[src/rtl/instruction_loader_pkg.sv]
// Shared constants for the instruction loader: FSM encoding, word geometry, default end marker.
// Pure declarations; no timing or flow control of its own.
package loader_pkg;

  localparam logic [1:0] ST_IDLE = 2'd0;
  localparam logic [1:0] ST_LOAD = 2'd1;
  localparam logic [1:0] ST_DONE = 2'd2;

  localparam int BYTES_PER_WORD = 4;

  localparam logic [31:0] DEFAULT_HALT_WORD = 32'hFFFF_FFFF;

endpackage

[src/rtl/instruction_loader_if.sv]
// Byte-stream in / block-RAM write port out bundle; master drives the stream, slave is the loader.
// Strobe-only stream (no ready): the loader must take a byte every rx_valid cycle.
interface instruction_loader_if #(
  parameter int ADDR_W = 8,
  parameter int DATA_W = 32
);
  logic              start;
  logic [7:0]        rx_data;
  logic              rx_valid;
  logic              wea;
  logic [ADDR_W-1:0] addra;
  logic [DATA_W-1:0] dina;
  logic              busy;
  logic              done;
  logic              full;
  logic [ADDR_W:0]   word_count;

  modport master (
    output start, rx_data, rx_valid,
    input  wea, addra, dina, busy, done, full, word_count
  );

  modport slave (
    input  start, rx_data, rx_valid,
    output wea, addra, dina, busy, done, full, word_count
  );
endinterface

[src/rtl/instruction_loader_byte_packer.sv]
// Big-endian byte-to-word packer; word_vld is combinational with the 4th byte (zero added latency).
// No backpressure: every byte_vld cycle consumes a byte.
module byte_packer
  import loader_pkg::*;
(
  input  logic        clk,
  input  logic        rst,
  input  logic        clr,
  input  logic        byte_vld,
  input  logic [7:0]  byte_dat,
  output logic        word_vld,
  output logic [31:0] word
);

  localparam logic [1:0] LAST_IDX = 2'(BYTES_PER_WORD - 1);

  logic [23:0] sr_q, sr_d;
  logic [1:0]  idx_q, idx_d;

  always_comb begin
    sr_d  = sr_q;
    idx_d = idx_q;
    if (clr) begin
      sr_d  = '0;
      idx_d = '0;
    end else if (byte_vld) begin
      sr_d  = {sr_q[15:0], byte_dat};
      idx_d = idx_q + 2'd1;
    end
  end

  always_ff @(posedge clk) begin
    if (rst) begin
      sr_q  <= '0;
      idx_q <= '0;
    end else begin
      sr_q  <= sr_d;
      idx_q <= idx_d;
    end
  end

  assign word_vld = byte_vld && (idx_q == LAST_IDX);
  assign word     = {sr_q, byte_dat};

endmodule

[src/rtl/instruction_loader.sv]
// Fills instruction memory from a byte stream; write strobe one cycle after each 4th byte.
// No backpressure; bytes arriving in the final (halt/full) write cycle or outside LOAD are dropped.
module instruction_loader
  import loader_pkg::*;
#(
  parameter int          ADDR_W    = 8,
  parameter int          DATA_W    = 32,
  parameter logic [31:0] HALT_WORD = DEFAULT_HALT_WORD
) (
  input logic               clka,
  input logic               rsta,
  instruction_loader_if.slave bus
);

  localparam logic [ADDR_W-1:0] LAST_ADDR = '1;
  localparam logic [ADDR_W-1:0] ONE_A     = 1;
  localparam logic [ADDR_W:0]   ONE_C     = 1;

  logic [1:0]        state_q, state_d;
  logic              wea_q, wea_d;
  logic [ADDR_W-1:0] addra_q, addra_d;
  logic [DATA_W-1:0] dina_q, dina_d;
  logic              busy_q, busy_d;
  logic              done_q, done_d;
  logic              full_q, full_d;
  logic [ADDR_W:0]   cnt_q, cnt_d;

  logic        begin_load;
  logic        write_ends;
  logic        byte_take;
  logic        word_vld;
  logic [31:0] word;

  // The write cycle that ends the load also blocks new bytes, so nothing
  // half-assembled survives into DONE.
  always_comb begin
    begin_load = (state_q != ST_LOAD) && bus.start;
    write_ends = wea_q && ((dina_q == HALT_WORD) || (addra_q == LAST_ADDR));
    byte_take  = (state_q == ST_LOAD) && bus.rx_valid && !write_ends;
  end

  byte_packer u_packer (
    .clk      (clka),
    .rst      (rsta),
    .clr      (begin_load),
    .byte_vld (byte_take),
    .byte_dat (bus.rx_data),
    .word_vld (word_vld),
    .word     (word)
  );

  always_comb begin
    state_d = state_q;
    wea_d   = 1'b0;
    addra_d = addra_q;
    dina_d  = dina_q;
    busy_d  = busy_q;
    done_d  = done_q;
    full_d  = full_q;
    cnt_d   = cnt_q;
    if (begin_load) begin
      state_d = ST_LOAD;
      addra_d = '0;
      cnt_d   = '0;
      busy_d  = 1'b1;
      done_d  = 1'b0;
      full_d  = 1'b0;
    end else if (state_q == ST_LOAD) begin
      if (wea_q) begin
        addra_d = addra_q + ONE_A;
        cnt_d   = cnt_q + ONE_C;
      end
      if (write_ends) begin
        state_d = ST_DONE;
        busy_d  = 1'b0;
        done_d  = 1'b1;
        full_d  = (dina_q != HALT_WORD);
      end else if (word_vld) begin
        wea_d  = 1'b1;
        dina_d = DATA_W'(word);
      end
    end
  end

  always_ff @(posedge clka) begin
    if (rsta) begin
      state_q <= ST_IDLE;
      wea_q   <= 1'b0;
      addra_q <= '0;
      dina_q  <= '0;
      busy_q  <= 1'b0;
      done_q  <= 1'b0;
      full_q  <= 1'b0;
      cnt_q   <= '0;
    end else begin
      state_q <= state_d;
      wea_q   <= wea_d;
      addra_q <= addra_d;
      dina_q  <= dina_d;
      busy_q  <= busy_d;
      done_q  <= done_d;
      full_q  <= full_d;
      cnt_q   <= cnt_d;
    end
  end

  assign bus.wea        = wea_q;
  assign bus.addra      = addra_q;
  assign bus.dina       = dina_q;
  assign bus.busy       = busy_q;
  assign bus.done       = done_q;
  assign bus.full       = full_q;
  assign bus.word_count = cnt_q;

endmodule

[src/flat_wrapper.sv]
// flat-port wrapper written by rule: the top's interface ports become plain ports
module instruction_loader_flat import loader_pkg::*;
#(
  parameter int          ADDR_W    = 8,
  parameter int          DATA_W    = 32,
  parameter logic [31:0] HALT_WORD = DEFAULT_HALT_WORD
)
  (clka, rsta, bus_start, bus_rx_data, bus_rx_valid, bus_wea, bus_addra, bus_dina, bus_busy, bus_done, bus_full, bus_word_count);
  instruction_loader_if #(.ADDR_W(ADDR_W), .DATA_W(DATA_W)) bus_i ();
  input logic clka;
  input logic rsta;
  input wire logic [$bits(bus_i.start)-1:0] bus_start;
  input wire logic [$bits(bus_i.rx_data)-1:0] bus_rx_data;
  input wire logic [$bits(bus_i.rx_valid)-1:0] bus_rx_valid;
  output wire logic [$bits(bus_i.wea)-1:0] bus_wea;
  output wire logic [$bits(bus_i.addra)-1:0] bus_addra;
  output wire logic [$bits(bus_i.dina)-1:0] bus_dina;
  output wire logic [$bits(bus_i.busy)-1:0] bus_busy;
  output wire logic [$bits(bus_i.done)-1:0] bus_done;
  output wire logic [$bits(bus_i.full)-1:0] bus_full;
  output wire logic [$bits(bus_i.word_count)-1:0] bus_word_count;
  assign bus_i.start = bus_start;
  assign bus_i.rx_data = bus_rx_data;
  assign bus_i.rx_valid = bus_rx_valid;
  assign bus_wea = bus_i.wea;
  assign bus_addra = bus_i.addra;
  assign bus_dina = bus_i.dina;
  assign bus_busy = bus_i.busy;
  assign bus_done = bus_i.done;
  assign bus_full = bus_i.full;
  assign bus_word_count = bus_i.word_count;
  instruction_loader #(.ADDR_W(ADDR_W), .DATA_W(DATA_W), .HALT_WORD(HALT_WORD)) u_core (.clka(clka), .rsta(rsta), .bus(bus_i));
endmodule
[config.mk]
export PLATFORM = sky130hd
export DESIGN_NAME = instruction_loader_flat
export DESIGN_NICKNAME = d
export VERILOG_FILES = /design/src/rtl/instruction_loader_pkg.sv /design/src/rtl/instruction_loader_if.sv /design/src/rtl/instruction_loader_byte_packer.sv /design/src/rtl/instruction_loader.sv /design/src/flat_wrapper.sv
export SDC_FILE = /design/constraint.sdc
export NUM_CORES = 1
export LEC_CHECK = 0
export CORE_ASPECT_RATIO = 0.7
export CORE_MARGIN = 4
export CORE_UTILIZATION = 56
export DETAILED_ROUTE_END_ITERATION = 10
export PLACE_DENSITY = 0.85
export SETUP_SLACK_MARGIN = 0.5
export SYNTH_ARGS = -nofsm -noshare
export SYNTH_HDL_FRONTEND = slang
export SYNTH_SLANG_ARGS = --single-unit
[constraint.sdc]
create_clock -name clka -period 2.8 [get_ports clka]
set_input_delay 0.56 -clock clka [delete_from_list [all_inputs] [get_ports clka]]
set_output_delay 0.56 -clock clka [all_outputs]
set_load 0.02 [all_outputs]
# Yosys cells after proc, flatten, opt, wreduce, memory -nomap -nowiden
# Index checks and enable logic that the tools add are counted.
# W data, S select, Z words.
# word_totals
ff_bits,80
in_bits,12
# op_classes
eq_ne,6
bitwise,3
mux,7
reduce_logical,15
addsub,3
# op_table
op,count
$eq A32 B32 Y1 const B,1
$ne A32 B32 Y1 const B,1
$add A9 B1 Y9 const B,1
$add A8 B1 Y8 const B,1
$eq A8 B8 Y1 const B,1
$mux W1,7
$reduce_and A2 Y1,3
$logic_and A1 B1 Y1,5
$reduce_and A4 Y1,1
$reduce_bool A2 Y1,2
$reduce_or A4 Y1,1
$not A1 Y1,3
$add A2 B1 Y2 const B,1
$eq A2 B1 Y1 const B,1
$eq A2 B2 Y1 const B,1
$ne A2 B1 Y1 const B,1
$reduce_or A2 Y1,1
$logic_not A1 Y1,1
$logic_or A1 B1 Y1,1

# Depth between registers and ports, before layout
# depth
ltp_word,7
ltp_mapped,8

# Hierarchy
# Synthesis repeated with hierarchy kept, for this count alone.
# unflattened
hier_cells,346
area_unflattened_um2,3494.6
# by_module_without_submodules
module,cells_per_inst,seq_area_each_um2,area_each_um2,instances
instruction_loader,251,1061.0,2454.9,1
byte_packer,95,520.5,1039.7,1

# Least setup slack after synthesis
# No wires, ideal clock.
# synth_path
path_kind,reg2reg
start,"register u_core.dina_q[30], in the netlist u_core.bus.dina[30]"
end,"register u_core.dina_q[0], in the netlist u_core.bus.dina[0]"
path_stages_with_launch,8
period_less_slack_ns,1.688
required_ns,2.682
path_buffers,2
slack_ns,1.112
arrival_time_ns,1.570
cell_sequence,dfxtp_1 > nand4_1 > nor4_4 > a21o_4 > a21boi_2 > buf_6 > buf_12 > mux2i_1
# synth_via
elab_chain_cells,7
word_cells_on_any_way,8
classes_between,1 x eq/ne; 1 x bitwise; 6 x reduce/logical
# synth_rtl
item,line,source
"start, declared",instruction_loader.sv:22,"logic [DATA_W-1:0] dina_q, dina_d;"
"start signal, assigned",instruction_loader.sv:99,dina_q <= dina_d;
$eq A32 B32 Y1 *,instruction_loader.sv:38,write_ends = wea_q && ((dina_q == HALT_WORD) || (addra_q == LAST_ADDR));
$logic_or A1 B1 Y1 *,instruction_loader.sv:38,
$logic_and A1 B1 Y1 *,instruction_loader.sv:38,
$logic_not A1 Y1,instruction_loader.sv:39,byte_take = (state_q == ST_LOAD) && bus.rx_valid && !write_ends;
$logic_and A1 B1 Y1,instruction_loader.sv:39,
$logic_and A1 B1 Y1,instruction_loader_byte_packer.sv:42,assign word_vld = byte_vld && (idx_q == LAST_IDX);
$reduce_and A4 Y1 (no source line) *,n/a,
# Mark *: on every way between the ends. The rest lies on a longest branch, timed or not.
# A chain may end at the register's enable or synchronous reset.

# Worst setup path after layout
# layout_path
start,"register u_core.addra_q[3], in the netlist u_core.bus.addra[3]"
end,output port bus_addra[3]
# layout_lines
item,line,source
"start, declared",instruction_loader.sv:21,"logic [ADDR_W-1:0] addra_q, addra_d;"
"start signal, assigned",instruction_loader.sv:98,addra_q <= addra_d;
"end, declared",flat_wrapper.sv:16,output wire logic [$bits(bus_i.addra)-1:0] bus_addra;
# No word-level cell between the ends.

==> flow_summary.rst <==
.. list-table::
   :header-rows: 1

   * - Metric
     - Value
   * - Outcome
     - complete, no violations
   * - Max rail drop VDD
     - 0.0003775 V
   * - RR Startpoint
     - u_core.bus.dina[17]
   * - Number of synthesized register bits
     - 79
   * - Count of pins over their slew limit
     - 0
   * - Syn nets
     - 359
   * - Global routing usage summed across all routing layers
     - 0.2108
   * - Minimum clock period
     - 1.991 ns
   * - Class of the most critical setup path
     - reg -> out
   * - Final hold slack
     - 0.4582 ns
   * - Synthesized netlist cell count
     - 344
   * - Global-route wire length before repair
     - 12,300 um
   * - Placed Cells
     - 468
   * - Hold buffer count at CTS
     - 0
   * - Number of cells upsized or downsized after cts
     - 0
   * - Clock Power Share
     - 0.393
   * - Residual DRC count
     - 0
   * - First element of the critical path
     - u_core.bus.addra[3]
   * - Max-cap check violation count
     - 0
   * - Max-slew headroom
     - 0.5843
   * - Depth of the CTS H-tree
     - 3
   * - Number of rows created at floorplan
     - 23
   * - Placed standard-cell area
     - 4125 um^2
   * - Depth of the worst register-to-register path
     - 5
   * - Required time at the endpoint of the critical path
     - 2.24 ns
   * - Pin slew with the least headroom to its limit
     - 0.6235 ns
   * - Chip width
     - 102.2 um
   * - Static Leak
     - 1.495 nW
   * - Largest driver fanout on the critical path
     - 6
   * - Internal power summed over all cells
     - 1.615 mW
   * - Number of I/O pins
     - 65
   * - Number of hold violations in the final report
     - 0
   * - Setup Slack @ Placement
     - 0.5414 ns
   * - Netlist area before placement
     - 3478 um^2
   * - Routed vias
     - 2,590
   * - Destination of the worst register-to-register timing path
     - u_core.u_packer.sr_q[18]
   * - Hold Path Cell Cnt
     - 2
   * - Number of antenna violations at the first check in global routing
     - 0
   * - Cell with the biggest individual delay on the critical path
     - sky130_fd_sc_hd__clkdlybuf4s50_1
   * - Fraction of layout instances using a drive strength above 1
     - 0.06112
   * - DIE HEIGHT
     - 73.94 um
   * - Post CTS Setup Buffer Count
     - 0
   * - Starting density of the core
     - 0.5925
   * - Worst setup margin
     - 0.8087 ns
   * - Area share of the leading cell type in the synthesized netlist
     - 0.4547
   * - Routability Congestion
     - 0.7965
   * - Post-route fraction of the period consumed by the critical path
     - 0.7112
   * - Detailed-route vias per instance
     - 5.351
   * - Peak Freq
     - 0.5022 GHz
   * - Power dissipated by switching net loads
     - 0.4503 mW
   * - Yosys warning count
     - 0
   * - Total congestion overflow after global routing
     - 0
   * - Endpoint arrival time on the critical path
     - 1.43 ns
   * - Non-filler instance count after layout
     - 484
   * - Number of nets in the layout
     - 419
   * - First-pass iteration count of the detailed router
     - 5
   * - Maximum number of pins on one net before global-route repair
     - 37
   * - Dominant cell type by area after synthesis
     - sky130_fd_sc_hd__dfxtp_1
   * - Sinks on the clock net
     - 79
   * - Endpoint type of the worst setup path
     - primary output
   * - Setup Skew
     - 0.007064 ns
   * - Max incr delay on CP
     - 0.66 ns
   * - Launch point of the worst hold path
     - u_core.u_packer.sr_q[22]
   * - Average detailed-routed wire length per instance
     - 15.16 um
   * - CP cell instances
     - clkdlybuf4s50_1
   * - Number of buffers inserted during clock tree synthesis
     - 9
   * - Sequential area share after synthesis
     - 0.4547
   * - Count of buffers from port buffering
     - 64
   * - Dominant delay contributor by cell family on the critical path
     - buffers and inverters
   * - Count of routing violations after the opening detailed-route iteration
     - 119
   * - Synthesis-to-layout area growth
     - 24.06%
   * - Combined buffer and inverter count along the critical path
     - 1
   * - Clk buf depth
     - 2
   * - Post-layout utilization of the core
     - 0.7351
   * - Worst Hold Class
     - reg -> reg
   * - Number of distinct library cells after synthesis
     - 34
   * - Filler cell count
     - 440
   * - Via count of the first global-routing pass
     - 2,468
   * - Power per Cell Area
     - 478.6 nW/um^2
   * - Fraction of power consumed by sequential logic
     - 0.551
   * - Final WL
     - 7337 um
   * - Post-synthesis area per instance
     - 10.11 um^2
   * - Detail Placement HPWL
     - 5287 um
   * - Unrepaired setup endpoints after global routing
     - false
   * - Full die area
     - 7557 um^2
   * - Kind of launch point of the worst setup path
     - flop
   * - Switching portion of total power
     - 0.2180
   * - Final std cell area, no fill
     - 4315 um^2
   * - Clk Tree Root Cell
     - sky130_fd_sc_hd__clkbuf_8
   * - Number of setup violations in the final report
     - 0
   * - Slack of the worst reg-to-reg path
     - 0.95 ns
   * - Clock Latency Late Sink
     - 0.34 ns
   * - Residual antenna-violating net count after detailed routing
     - 0
   * - Clock Pin Slew Worst Setup and Hold Paths
     - 0.07 ns
   * - End point of the most critical hold path
     - u_core.u_packer.sr_q[22]
   * - Core area
     - 5871 um^2
   * - Synth area leaders
     - sky130_fd_sc_hd__dfxtp_1 (45%), sky130_fd_sc_hd__mux2i_1 (17%), sky130_fd_sc_hd__or2b_1 (8.8%)
   * - Logic pwr share
     - 0.056
   * - Summed negative setup slack over all endpoints
     - 0 ns
   * - Clock tree from TritonCTS
     - built
   * - Final total power
     - 2.065 mW
   * - Count of inserted antenna diode cells
     - 0
==> cell usage after synthesis (all sizes together) <==
| master | instances |
|---|---|
| dfxtp | 79 |
| mux2i | 59 |
| nand2 | 44 |
| or2b | 41 |
| nand2b | 24 |
| nor2 | 15 |
| nand4 | 13 |
| buf | 10 |
| clkbuf | 9 |
| xor2 | 9 |
| a21oi | 8 |
| o21ai | 5 |
| or3 | 4 |
| a21o | 3 |
| and3 | 3 |
| ha | 3 |
| and3b | 2 |
| nand3 | 2 |
| nor3 | 2 |
| nor4 | 2 |
| xnor2 | 2 |
| a21boi | 1 |
| a311oi | 1 |
| inv | 1 |
| nor2b | 1 |
| o21a | 1 |
==> sequential cells by signal, indices dropped and copies added, names as in the netlist <==
name                   cells
u_core.u_packer.sr_q      24
u_core.bus.addra           8
u_core.state_q             2
u_core.bus.dina           32
u_core.bus.full            1
u_core.bus.word_count      9
u_core.u_packer.idx_q      2
u_core.bus.wea             1
==> kinds of logic after synthesis <==
family                   synth area share
multiplexers                       0.1698
adder cells (fa/ha/maj)           0.01079
AND/OR/NAND/NOR                    0.2601
flip-flops                         0.4547
buffers and inverters             0.04172
AO/OA/AOI/OAI                     0.03525
XOR/XNOR                          0.02770
==> routing by layer <==
metal / global-route usage / share of wire / vias up
li1: - / - / 1274
met1: 0.3035 / 0.48 / 1230
met2: 0.3045 / 0.44 / 78
met3: 0.06935 / 0.067 / 8
met4: 0.05822 / 0.013 / 0
met5: 0 / 0 / -
==> worst max path at each step <==
| stage | cells past startpoint | to |
|---|---|---|
| 2_1_floorplan | 7 | u_core.bus.dina[0] |
| 3_3_place_gp | 7 | u_core.bus.dina[5] |
| 3_5_place_dp | 7 | u_core.bus.dina[23] |
| 4_1_cts | 1 | bus_addra[3] |
| 5_1_grt | 1 | bus_addra[3] |
| 6_report | 1 | bus_addra[3] |
==> layout by cell type, fill, tap and decap left out, drive strengths merged <==
master | synthesis | final
bufinv | 0 | 1
o21a | 1 | 1
a21boi | 1 | 1
a21o | 3 | 3
clkbuf | 9 | 12
nand2b | 24 | 24
inv | 1 | 1
mux2i | 59 | 59
nand2 | 44 | 44
buf | 10 | 4
nor3 | 2 | 2
nor4 | 2 | 2
a311oi | 1 | 1
nand3 | 2 | 2
or2b | 41 | 41
and3b | 2 | 2
dfxtp | 79 | 79
xnor2 | 2 | 2
o21ai | 5 | 5
ha | 3 | 3
nor2 | 15 | 15
nor2b | 1 | 1
xor2 | 9 | 9
clkinv | 0 | 3
clkdlybuf4s50 | 0 | 64
or3 | 4 | 4
nand4 | 13 | 13
a21oi | 8 | 8
and3 | 3 | 3
==> cell type report <==
type | count | area (um^2) | share of cell area
clock inverter | 4 | 45.04 | 0.01044
tap | 75 | 93.84 | 0.02175
inverter | 1 | 3.754 | 0.0008698
timing repair buffer | 68 | 683.2 | 0.1583
clock buffer | 12 | 145.1 | 0.03363
sequential | 79 | 1582 | 0.3665
multi-input combinational | 245 | 1763 | 0.4085
==> power by group through the flow <==
stage	clock (mW)	sequential [mW]	combinational (mW)
final	0.812	1.14	0.116
after global routing	0.886	1.14	0.126
after CTS	0.833	1.14	0.116
after detailed placement	0	1.16	0.115
after global placement	0	1.16	0.112
after floorplan	0	1.16	0.0789
Power figures use the tool's default switching activity.
